--- src/rtl/page_ctrl.sv ---
// ---------------------------------------------------------------------------
// page_ctrl -- UI page scheduler for the VGA display path.
//
// Holds the current UI page (MAIN / PLAY / PAUSE / OVER), changing it only at
// the frame boundary (x_pos == 0, y_pos == V_ACTIVE). Drives the shared
// background ROM address/bank select from the scan position, composites the
// ROM pixel with the game overlay, applies page effects (pause dimming,
// post-change black fade) and outputs the final 12-bit pixel.
//
// Ports:
//   vga_clk        pixel clock, all state on rising edge
//   vga_rst_n      asynchronous active-low reset
//   x_pos, y_pos   scan position from the VGA timing block
//   video_on       high inside the active area
//   btn_start      start/confirm level (debounced)
//   btn_pause      pause toggle level (debounced)
//   evt_over       game-over level from game logic
//   rom_addr       registered ROM address, x_pos + y_pos*H_ACTIVE
//   rom_sel        registered ROM bank: 0 main, 1 play/pause, 2 over
//   rom_data       ROM read data, valid one cycle after rom_addr
//   overlay_pixel  game renderer pixel, sampled alongside rom_data
//   page           current page (also the FSM state, for observation)
//   frame_start    one-cycle pulse the cycle after the frame boundary
//   pixel_data     final pixel {blue[3:0], green[3:0], red[3:0]}
//
// Timing: there is no handshake; the path is a fixed two-stage pipeline.
// Position in cycle k -> rom_addr/rom_sel after edge k -> rom_data and
// overlay_pixel valid in cycle k+1 -> pixel_data after edge k+1.
// ---------------------------------------------------------------------------
module page_ctrl #(
    parameter int          H_ACTIVE    = 640,
    parameter int          V_ACTIVE    = 480,
    parameter int          FADE_FRAMES = 4,
    parameter logic [11:0] TRANSPARENT = 12'hF0F
) (
    input  logic        vga_clk,
    input  logic        vga_rst_n,
    input  logic [9:0]  x_pos,
    input  logic [9:0]  y_pos,
    input  logic        video_on,
    input  logic        btn_start,
    input  logic        btn_pause,
    input  logic        evt_over,
    output logic [18:0] rom_addr,
    output logic [1:0]  rom_sel,
    input  logic [11:0] rom_data,
    input  logic [11:0] overlay_pixel,
    output logic [1:0]  page,
    output logic        frame_start,
    output logic [11:0] pixel_data
);

    localparam logic [1:0] PG_MAIN  = 2'd0;
    localparam logic [1:0] PG_PLAY  = 2'd1;
    localparam logic [1:0] PG_PAUSE = 2'd2;
    localparam logic [1:0] PG_OVER  = 2'd3;

    localparam logic [7:0] FADE_LOAD = 8'(FADE_FRAMES);

    // Edge-detect registers and sticky pending flags
    logic start_q, pause_q, over_q;
    logic pend_start, pend_pause, pend_over;
    logic edge_start, edge_pause, edge_over;

    // Stage-1 side registers travelling with rom_addr
    logic [1:0] page_s1;
    logic       vo_d1;

    logic [7:0]  fade_cnt;
    logic        frame_bnd;
    logic [1:0]  page_nxt;
    logic [1:0]  sel_nxt;
    logic [18:0] addr_nxt;
    logic [11:0] chosen_pix;
    logic [11:0] comp_pix;

    assign edge_start = btn_start & ~start_q;
    assign edge_pause = btn_pause & ~pause_q;
    assign edge_over  = evt_over  & ~over_q;

    assign frame_bnd = (x_pos == 10'd0) && (y_pos == 10'(V_ACTIVE));

    // Positions outside the active area are still addressed; the delayed
    // video_on masks their output.
    assign addr_nxt = 19'(y_pos) * 19'(H_ACTIVE) + {9'd0, x_pos};

    // Transition decision; only applied when frame_bnd is high.
    // Priority over > pause > start, one transition per boundary.
    always_comb begin
        page_nxt = page;
        case (page)
            PG_MAIN:  if (pend_start) page_nxt = PG_PLAY;
            PG_PLAY: begin
                if (pend_over)       page_nxt = PG_OVER;
                else if (pend_pause) page_nxt = PG_PAUSE;
            end
            PG_PAUSE: if (pend_pause) page_nxt = PG_PLAY;
            PG_OVER:  if (pend_start) page_nxt = PG_MAIN;
            default:  page_nxt = PG_MAIN;
        endcase
    end

    always_comb begin
        sel_nxt = 2'd1;
        if (page == PG_MAIN)      sel_nxt = 2'd0;
        else if (page == PG_OVER) sel_nxt = 2'd2;
    end

    // Stage-2 compositing uses the page that travelled with the address.
    always_comb begin
        chosen_pix = rom_data;
        if (((page_s1 == PG_PLAY) || (page_s1 == PG_PAUSE)) &&
            (overlay_pixel != TRANSPARENT))
            chosen_pix = overlay_pixel;
        comp_pix = chosen_pix;
        if (page_s1 == PG_PAUSE)
            comp_pix = {1'b0, chosen_pix[11:9], 1'b0, chosen_pix[7:5],
                        1'b0, chosen_pix[3:1]};
    end

    // Control: edge detect, pending flags, page FSM, fade counter
    always_ff @(posedge vga_clk or negedge vga_rst_n) begin
        if (!vga_rst_n) begin
            start_q     <= 1'b0;
            pause_q     <= 1'b0;
            over_q      <= 1'b0;
            pend_start  <= 1'b0;
            pend_pause  <= 1'b0;
            pend_over   <= 1'b0;
            page        <= PG_MAIN;
            fade_cnt    <= 8'd0;
            frame_start <= 1'b0;
        end else begin
            start_q     <= btn_start;
            pause_q     <= btn_pause;
            over_q      <= evt_over;
            frame_start <= frame_bnd;
            if (frame_bnd) begin
                // Flags from earlier in the frame are consumed or dropped
                // here; an edge in this very cycle survives to the next one.
                pend_start <= edge_start;
                pend_pause <= edge_pause;
                pend_over  <= edge_over;
                page       <= page_nxt;
                if (page_nxt != page)
                    fade_cnt <= FADE_LOAD;
                else if (fade_cnt != 8'd0)
                    fade_cnt <= fade_cnt - 8'd1;
            end else begin
                pend_start <= pend_start | edge_start;
                pend_pause <= pend_pause | edge_pause;
                pend_over  <= pend_over  | edge_over;
            end
        end
    end

    // Pixel pipeline
    always_ff @(posedge vga_clk or negedge vga_rst_n) begin
        if (!vga_rst_n) begin
            rom_addr   <= 19'd0;
            rom_sel    <= 2'd0;
            page_s1    <= PG_MAIN;
            vo_d1      <= 1'b0;
            pixel_data <= 12'd0;
        end else begin
            rom_addr <= addr_nxt;
            rom_sel  <= sel_nxt;
            page_s1  <= page;
            vo_d1    <= video_on;
            // vo_d1 plus this register gives the two-cycle video_on delay.
            if (vo_d1 && (fade_cnt == 8'd0))
                pixel_data <= comp_pix;
            else
                pixel_data <= 12'd0;
        end
    end

endmodule

--- config.mk ---
export PLATFORM = sky130hd
export DESIGN_NAME = page_ctrl
export DESIGN_NICKNAME = d
export VERILOG_FILES = /design/src/rtl/page_ctrl.sv
export SDC_FILE = /design/constraint.sdc
export NUM_CORES = 1
export LEC_CHECK = 0
export BUFFER_PORTS_ARGS = -buffer_cell sky130_fd_sc_hd__buf_2
export CELL_PAD_IN_SITES_DETAIL_PLACEMENT = 2
export CELL_PAD_IN_SITES_GLOBAL_PLACEMENT = 2
export CORE_MARGIN = 10
export CORE_UTILIZATION = 32
export DETAILED_ROUTE_END_ITERATION = 12
export PLACE_DENSITY = 0.85
export SETUP_SLACK_MARGIN = 0.3
export SYNTH_ARGS = -nofsm -noshare
export SYNTH_HDL_FRONTEND = slang
export SYNTH_SLANG_ARGS = --single-unit
--- constraint.sdc ---
create_clock -name vga_clk -period 2.8 [get_ports vga_clk]
set_clock_uncertainty 0.1 [all_clocks]
set_input_delay 0.14 -clock vga_clk [delete_from_list [all_inputs] [get_ports vga_clk]]
set_output_delay 0.14 -clock vga_clk [all_outputs]
set_load 0.01 [all_outputs]
-- Word level (Yosys, flattened, before mapping)
Index checks and enable logic that the tools add are counted.
- register bits after elaboration: 53
- input bits: 50
- output and inout bits: 36
- add/sub/neg operators: 2
- multipliers: 1
- eq/ne operators: 8
- muxes and demuxes: 16
- bitwise gates (word level): 9
- reduce and logical (&&, ||, !) cells: 10
- operator list (cell ; number):
    2-to-1 mux 12 bit ; 3
    adder 19 x 10 -> 19 bit ; 1
    2-to-1 mux 8 bit ; 2
    2-to-1 mux 2 bit ; 7
    multiplier 10 x 3 -> 12 bit, second input constant ; 1
    != test 12 bit, second input constant ; 1
    equality test 10 x 9 -> 1 bit, second input constant ; 1
    logical NOT 10 bit ; 1
    logical NOT 8 bit ; 1
    one-hot mux 2 bit (4 select lines) ; 1
    nonzero test 8 bit ; 1
    subtractor 8 x 1 -> 8 bit, second input constant ; 1
    equality test 2 bit, second input constant ; 3
    equality test 2 x 1 -> 1 bit, second input constant ; 2
    bitwise AND 1 bit ; 3
    logical AND 1 bit ; 3
    2-to-1 mux 1 bit ; 3
    NOT 1 bit ; 3
    OR 1 bit ; 3
    logical NOT 2 bit ; 1
    != test 2 bit ; 1
    AND reduction 2 bit ; 1
    nonzero test 2 bit ; 1
    logical OR 1 bit ; 1

-- Logic depth before layout (Yosys ltp)
Gate-level depths: netlist of run 1.
- depth in word-level cells: 6
- depth in mapped cells: 9

-- Worst setup path before layout of run 1
No wires, ideal clock.
- path type: input-to-reg
- from: in y_pos[1]
- to: reg rom_addr[18]
- library setup time: 128 ps
- arrival time: 2229 ps
- data required time: 2572 ps
- slack: 343 ps
- stages: 9
- buffers on the path: 0
- cell sequence: ha_1 > ha_1 > fa_1 > a211o_1 > o211a_1 > o31a_1 > a21oi_1 > nor3b_1 > xnor2_1
- word-level cells in the longest chain between the ends: 2
- RTL lines (item ; line ; source):
    from (decl) ; 39 ; input logic [9:0] y_pos,
    multiplier 10 x 3 -> 12 bit ; 85 ; assign addr_nxt = 19'(y_pos) * 19'(H_ACTIVE) + {9'd0, x_pos};
    adder 19 x 10 -> 19 bit ; 85 ;
    named net addr_nxt[18] ; 73 ; logic [18:0] addr_nxt;
    to (signal assigned) ; 166 ; rom_addr <= addr_nxt;
    to (decl) ; 44 ; output logic [18:0] rom_addr,
The timed path passes the listed nets, and every way through them passes these cells.
A chain may end at the register's enable or synchronous reset.

-- Worst setup path in the final report of run 1
- from: reg page[1]
- to: reg fade_cnt[7]
- word-level cells in the longest chain between the ends: 6
- RTL lines (item ; line ; source):
    from (decl) ; 48 ; output logic [1:0] page,
    from (signal assigned) ; 144 ; page <= page_nxt;
    2-to-1 mux 2 bit ; 95 ; else if (pend_pause) page_nxt = PG_PAUSE;
    2-to-1 mux 2 bit ; 94 ; if (pend_over) page_nxt = PG_OVER;
    one-hot mux 2 bit (4 select lines) ; 91 ; case (page)
    != test 2 bit (*) ; 145 ; if (page_nxt != page)
    nonzero test 2 bit (no line) ; -- ;
    AND reduction 2 bit (no line) ; -- ;
    to (signal assigned) ; 148 ; fade_cnt <= fade_cnt - 8'd1;
    to (decl) ; 69 ; logic [7:0] fade_cnt;
Mark *: on every way between the ends. The rest lies on a longest branch, timed or not.

==> impl_metrics.tcl, run 1 <==
set metrics [dict create \
    die_area_sq_um 13100 \
    p_leak_nw 1.84 \
    clock_sinks 53 \
    synth_area_per_cell_sq_um 10.7 \
    antenna_found_initial 0 \
    grt_pass1_wl_mm 16.3 \
    fin_nets 454 \
    wl_per_cell_um 20.5 \
    hpwl_mm 7.47 \
    core-area_sq_um 8720 \
    ys_ff_latch 53 \
    setup_tns_ns 0 \
    initial_utilization_pct 32.7 \
    drive_above_1_share_pct 33.2 \
    critPathSlowestCell "or4b_1" \
    synth_nets 345 \
    seq_area_frac_synth_pct 46.5 \
    path_class "reg -> reg" \
    drc 0 \
    row_count 34 \
    ir_drop_mv 0.202 \
    die_y_um 114 \
    p_total_w 0.00177 \
    fin_crit_sh_pct 87.4 \
    critPathRequiredTime_ns 2.92 \
    maxCapViolations 0 \
    grt_start_max_net_pins 54 \
    htree_levels 2 \
    drtPass1Iterations 4 \
    synthToLayoutAreaGrowth_pct 32.4 \
    synth_edf_count 0 \
    gp_congestion 0.779 \
    cp-start-kind "register" \
    hold_viol 0 \
    ys_warn_count 0 \
    critPathMaxStageDelay_ns 0.55 \
    critPathBufInv 2 \
    yosys.area_share.simple_pct 15.0 \
    io_pins 86 \
    grt_pass1_vias 2927 \
    reg2reg_slack_ns 0.35 \
    synth_top_family_by_area "simple AND/OR/NAND/NOR gates" \
    clkLatencyLatePin_ns 0.32 \
    via_per_inst 5.23 \
    cts_root_buffer "clkbuf_8" \
    crit_path_max_fanout 8 \
    numCtsBuffers 5 \
    synth-xor-area-share_pct 4.61 \
    arrival_ns 2.57 \
    die_w_um 114 \
    totalWireLength_mm 9.96 \
    synth_mux_area_share_pct 3.29 \
    max_freq_mhz 409 \
    syn-cell-area_sq_um 2850 \
    ant_nets 0 \
    async_flop_share_pct 100 \
    final-setup-viol-count 0 \
    synth.distinct_cells 53 \
    first_iter_violations 67 \
    tightest_slew_ns 0.722 \
    crit_top_cell "inv_1" \
    synth_ff_type "dfrtp_1" \
    slew_viol_final 0 \
    cts_buffer_depth 2 \
    cp-end-kind "register" \
    clk_pin_slew_ns 0.10 \
    p_per_area_nw_per_um2 469 \
    rsz0062_at_grt "true" \
    synth_compound_area_share_pct 14.4 \
    min_period_ns 2.45 \
    tritoncts "done" \
    slew_headroom_pct 51.9 \
    fillers 923 \
    grt_overflow 0 \
    crit_family "simple AND/OR/NAND/NOR gates" \
    status "finished, final reports clean" \
    synthAdderAreaFrac_pct 12.8 \
    num_vias 2536 \
    io_buffers 85 \
    postSynthCellCount 267 \
    antenna_cells 0 \
    grt_use_total_pct 15.6 \
    crit_chain "inv_1, ha_1, inv_1, nor2_1, o31ai_2, nand4_4, or4b_1, o21ai_0" \
    min_path_type "in -> reg" \
]
## placed cells by master (no fill, tap or decap), types with 3 or more instances in the layout
master,count
o41ai_1,3
xnor2_1,7
dlygate4sd3_1,13
nor2b_1,6
mux2_2,3
ha_1,24
xor2_1,8
nand2_1,14
buf_2,85
o21ai_0,11
a211oi_1,14
nand3_1,5
clkbuf_8,6
dfrtp_1,51
a21oi_1,6
o22ai_1,4
or3_1,3
mux2i_1,6
nor2_1,18
nor3_1,6
inv_1,17
buf_4,10
## metrics by stage
step	instances	utilization [%]	area [sq um]	setup WS (ns)	hold slack [ns]
after floorplan	267	-	2850	0.343	-0.256
after global placement	460	39.4	3430	0.110	0.150
after detailed placement	460	39.4	3430	0.000589	0.155
after CTS	481	42.4	3700	0.315	0.0136
after global routing	485	43.3	3780	0.212	0.0265
final	485	43.3	3780	0.354	0.0396
## state kept, by name, summed over array words and instances (netlist names)
| name | count |
|---|---|
| pixel_data | 12 |
| over_q | 1 |
| page_s1 | 2 |
| pend_start | 1 |
| frame_start | 1 |
| page | 2 |
| rom_addr | 19 |
| pend_pause | 1 |
| fade_cnt | 8 |
| start_q | 1 |
| pause_q | 1 |
| rom_sel | 2 |
| pend_over | 1 |
| vo_d1 | 1 |
## worst reg2reg max path, stage by stage, from the launching register on
cell and delay, ns:
dfrtp_2 0.45, inv_1 0.09, ha_1 0.21, inv_1 0.18, nor2_1 0.09, o31ai_2 0.35
nand4_4 0.21, or4b_1 0.55, o21ai_0 0.11
## worst paths after layout
kind | startpoint | cells after the start | to
max | page[1] | 8 | fade_cnt[7]
min | y_pos[0] | 2 | rom_addr[7]
max reg2reg | page[1] | 8 | fade_cnt[7]
min reg2reg | start_q | 1 | pend_start
max in group asynchronous | vga_rst_n | 3 | page[0]
min in group asynchronous | vga_rst_n | 3 | pend_pause
## power breakdown
part	internal [W]	switching [W]	leakage, nW	total (W)
Sequential	0.000816	0.0000165	0.652	0.000832
Clock	0.000291	0.000272	0.0574	0.000563
Combinational	0.000163	0.000213	1.13	0.000377
Total	0.00127	0.000502	1.84	0.00177
## cells by family after synthesis
logic type,count (synthesis)
buffers and inverters,25
AO/OA/AOI/OAI,61
XOR/XNOR,15
multiplexers,9
adder cells (fa/ha/maj),28
AND/OR/NAND/NOR,76
flip-flops,53
## final cells by class
cell class | count | area [sq um] | area share [%]
Clock inverter | 2 | 37.5 | 0.994
Clock buffer | 6 | 82.6 | 2.19
Sequential cell | 53 | 1330 | 35.2
Inverter | 19 | 72.6 | 1.92
Multi-Input combinational cell | 189 | 1490 | 39.5
Tap cell | 108 | 135 | 3.58
Timing Repair Buffer | 108 | 631 | 16.7
## repair_timing
action | 4_1_cts | 5_1_grt
pin swaps | 0 | 2
hold endpoints to repair | 68 | 0
gates resized for setup | 5 | 10
hold buffers | 13 | 0
setup buffers | 0 | 4
setup endpoints to repair | 3 | 8
## Yosys cell counts (all sizes together) (3+ instances only)
| library cell | number | share of area [%] |
|---|---|---|
| a211oi | 14 | 3.7 |
| a21oi | 8 | 1.4 |
| a31oi | 3 | 0.66 |
| and3 | 3 | 0.66 |
| clkbuf | 4 | 0.53 |
| dfrtp | 53 | 46 |
| ha | 26 | 11 |
| inv | 18 | 2.4 |
| mux2 | 3 | 1.2 |
| mux2i | 6 | 2.1 |
| nand2 | 14 | 1.8 |
| nand3 | 6 | 1.2 |
| nor2 | 19 | 2.5 |
| nor2b | 6 | 1.3 |
| nor3 | 7 | 1.4 |
| nor4 | 3 | 0.66 |
| o21ai | 13 | 2.3 |
| o22ai | 4 | 0.88 |
| o41ai | 3 | 0.92 |
| or3 | 3 | 0.66 |
| xnor2 | 7 | 2.1 |
| xor2 | 8 | 2.5 |
## routing by layer
layer  routed length (um)  vias up  part of all wire, %  track usage (%)
li1                     -     1186                    -                -
met1                 4110     1278                   41             17.9
met2                 5230       62                   53             27.9
met3                  462       10                  4.6             3.51
met4                  155        0                  1.6             4.76
met5                    0        -                    0                0
Note: power is estimated with default switching activity, not from simulation.
==> run 2: changes to the inputs <==
--- a/config.mk
+++ b/config.mk
@@ -5,11 +5,12 @@
 export SDC_FILE = /design/constraint.sdc
 export NUM_CORES = 1
 export LEC_CHECK = 0
+export ABC_AREA = 1
 export BUFFER_PORTS_ARGS = -buffer_cell sky130_fd_sc_hd__buf_2
 export CELL_PAD_IN_SITES_DETAIL_PLACEMENT = 2
 export CELL_PAD_IN_SITES_GLOBAL_PLACEMENT = 2
-export CORE_MARGIN = 10
-export CORE_UTILIZATION = 32
+export CORE_MARGIN = 5
+export CORE_UTILIZATION = 30
 export DETAILED_ROUTE_END_ITERATION = 12
 export PLACE_DENSITY = 0.85
 export SETUP_SLACK_MARGIN = 0.3
==> run 2 against run 1 <==
Synthesized cell count rose by 52%. Combinational power is 21% higher. Setup slack improved by 0.022 ns. Core utilization shrank 4.9 points. Critical endpoint is now rom_addr[18].
==> impl_metrics.tcl, run 2 <==
set metrics [dict create \
    status "finished, final reports clean" \
    synthToLayoutAreaGrowth_pct 26.5 \
    ys_ff_latch 53 \
    die_area_sq_um 13100 \
    fin_nets 589 \
    slew_headroom_pct 65.9 \
    synthTopCellsByArea "dfrtp_1 (41%), nand2_1 (13%), ha_1 (10%), inv_1 (7.9%), nand3_1 (6.9%)" \
    grt_use_total_pct 16.7 \
    syn-cell-area_sq_um 3260 \
    top_regs "rom_addr (19), pixel_data (12), fade_cnt (8)" \
    holdPathStages 5 \
    io_pins 86 \
    hold_slack_ns 0.0257 \
    crit_chain "dlygate4sd3_1, buf_2, ha_2, ha_4, fa_2, nand3_4, nor2_4, nand3_1, nor2_2, nand3_1, nand2_1, inv_1" \
    numCtsBuffers 5 \
    die_w_um 114 \
    reg2reg_slack_ns 0.69 \
    tritoncts "done" \
    via_per_inst 4.80 \
    slew_viol_final 0 \
    largest-register "rom_addr" \
    path_class "in -> reg" \
    antenna_cells 0 \
    first_iter_violations 63 \
    totalWireLength_mm 10.7 \
    initial_utilization_pct 30.4 \
    critPathSlowestCell "fa_2" \
    yosys.area.top_type "dfrtp_1" \
    htree_levels 2 \
    crit_path_max_fanout 4 \
    yosys-top-cells-count "nand2_1 (109), inv_1 (69), dfrtp_1 (53)" \
    hpwl_mm 8.46 \
    pwr-share-seq_pct 48.1 \
    antenna_found_initial 0 \
    clk_pin_slew_ns 0.10 \
    setup_slack_ns 0.376 \
    p_sw_w 0.000563 \
    setup_tns_ns 0 \
    synth.distinct_cells 34 \
    crit_top_cell "nand3_1" \
    final_common_cell "nand2_1" \
    cts_buffer_depth 2 \
    ff2ff_path_depth 11 \
    clkLatencyLatePin_ns 0.32 \
    final_cell_area_sq_um 4130 \
    grt_pass1_wl_mm 17.4 \
    core-area_sq_um 10700 \
    p_per_area_nw_per_um2 421 \
    tightest_slew_ns 0.511 \
    largest_register_ffs 19 \
    max_freq_mhz 413 \
    r2r-start "page[0]" \
    maxCapViolations 0 \
    critPathMaxStageDelay_ns 0.60 \
    synth_edf_count 0 \
    async_flop_share_pct 100 \
    synth_ff_type "dfrtp_1" \
    ys_warn_count 0 \
    pwr-share-comb_pct 26.4 \
    layout_common_cells "nand2_1 (108), buf_2 (85), inv_1 (69), dfrtp_1 (52), nand3_1 (45)" \
    io_buffers 85 \
    final-setup-viol-count 0 \
    cp-start-kind "input port" \
    postSynthCellCount 407 \
    cp-end-kind "register" \
    dpl_cell_area_sq_um 3840 \
    p_leak_nw 2.25 \
    clockPowerShare_pct 25.5 \
    cts_root_buffer "clkbuf_8" \
    min_path_type "in -> reg" \
    num_vias 3132 \
    clock_sinks 53 \
    drtPass1Iterations 4 \
    preCtsSetupSlack_ns 0.402 \
    rsz0062_at_grt "false" \
    drive_above_1_share_pct 23.4 \
    hold_viol 0 \
    ir_drop_mv 0.173 \
    hp-start "rom_data[4]" \
    grt_overflow 0 \
    grt_pass1_vias 3538 \
    r2r_end "fade_cnt[6]" \
    die_y_um 114 \
    fillers 1264 \
    fin_crit_sh_pct 86.6 \
    drc 0 \
    grt_start_max_net_pins 40 \
    seq_area_frac_synth_pct 40.6 \
    arrival_ns 2.55 \
    synth_nets 485 \
    wl_per_cell_um 16.5 \
    synth.most_common_cell "nand2_1" \
    yosys.area.top_type_share_pct 40.6 \
    ant_nets 0 \
    critPathRequiredTime_ns 2.93 \
    switching_share_pct 32.4 \
    min_period_ns 2.42 \
    min_to "pixel_data[4]" \
    synth_area_per_cell_sq_um 8.02 \
    gp_congestion 0.807 \
    row_count 38 \
    internal_power_w 0.00117 \
]
==> run 2: worst max-delay path by stage <==
stage / startpoint / end / slack, ns / cells past startpoint
floorplan: y_pos[1] / rom_addr[17] / 0.80 / 11
global placement: y_pos[1] / rom_addr[17] / 0.54 / 12
detailed placement: y_pos[1] / rom_addr[18] / 0.40 / 12
CTS: y_pos[0] / rom_addr[18] / 0.33 / 13
global route: y_pos[0] / rom_addr[18] / 0.26 / 12
finish: y_pos[0] / rom_addr[18] / 0.38 / 12
==> run 2: cell type report <==
cell class / count / area, sq um / share of cell area, %
Inverter: 70 / 263 / 6.36
Sequential cell: 53 / 1330 / 32.2
Clock inverter: 3 / 17.5 / 0.424
Clock buffer: 5 / 68.8 / 1.67
Multi-Input combinational cell: 279 / 1690 / 40.9
Timing Repair Buffer: 102 / 588 / 14.2
Tap cell: 140 / 175 / 4.24
==> run 2: cell families after synthesis <==
logic type	share of synthesized area [%]
buffers and inverters	9.13
XOR/XNOR	3.22
AO/OA/AOI/OAI	2.61
flip-flops	40.6
adder cells (fa/ha/maj)	11.2
AND/OR/NAND/NOR	33.2
==> run 2: timing repair <==
action / in CTS / in global routing
hold buffers: 14 / 0
resized for setup: 0 / 10
endpoints found under the hold margin: 29 / 0
endpoints found under the setup margin: 0 / 7
buffers inserted: 0 / 1
==> run 2: critical path, delay by kind of cell <==
kind                       cells  cell delay (ns)
adders and majority gates      3             0.99
buffers and inverters          3             0.72
and+or+nand+nor                6             0.70
==> run 2: power by group through the flow <==
stage | registers, W | clock network, W | logic, W
CTS | 0.000836 | 0.000460 | 0.000435
global route | 0.000841 | 0.000485 | 0.000514
floorplan | 0.000877 | 0 | 0.000201
global placement | 0.000849 | 0 | 0.000397
finish | 0.000836 | 0.000444 | 0.000458
detailed placement | 0.000849 | 0 | 0.000416
==> run 2: per-layer routing <==
| metal | track usage [%] | share of wire, % | up-vias |
|---|---|---|---|
| met5 | 0 | 0 | - |
| li1 | - | - | 1501 |
| met4 | 4.43 | 2.3 | 0 |
| met3 | 2.70 | 3.8 | 20 |
| met1 | 18.6 | 39 | 1542 |
| met2 | 32.5 | 55 | 69 |
==> run 2: metrics by stage <==
step                instances  util, %  total power (W)
floorplan                 407        -          0.00108
global placement          629     35.8          0.00125
detailed placement        629     35.8          0.00127
CTS                       651     37.9          0.00173
global route              652     38.4          0.00184
finish                    652     38.4          0.00174
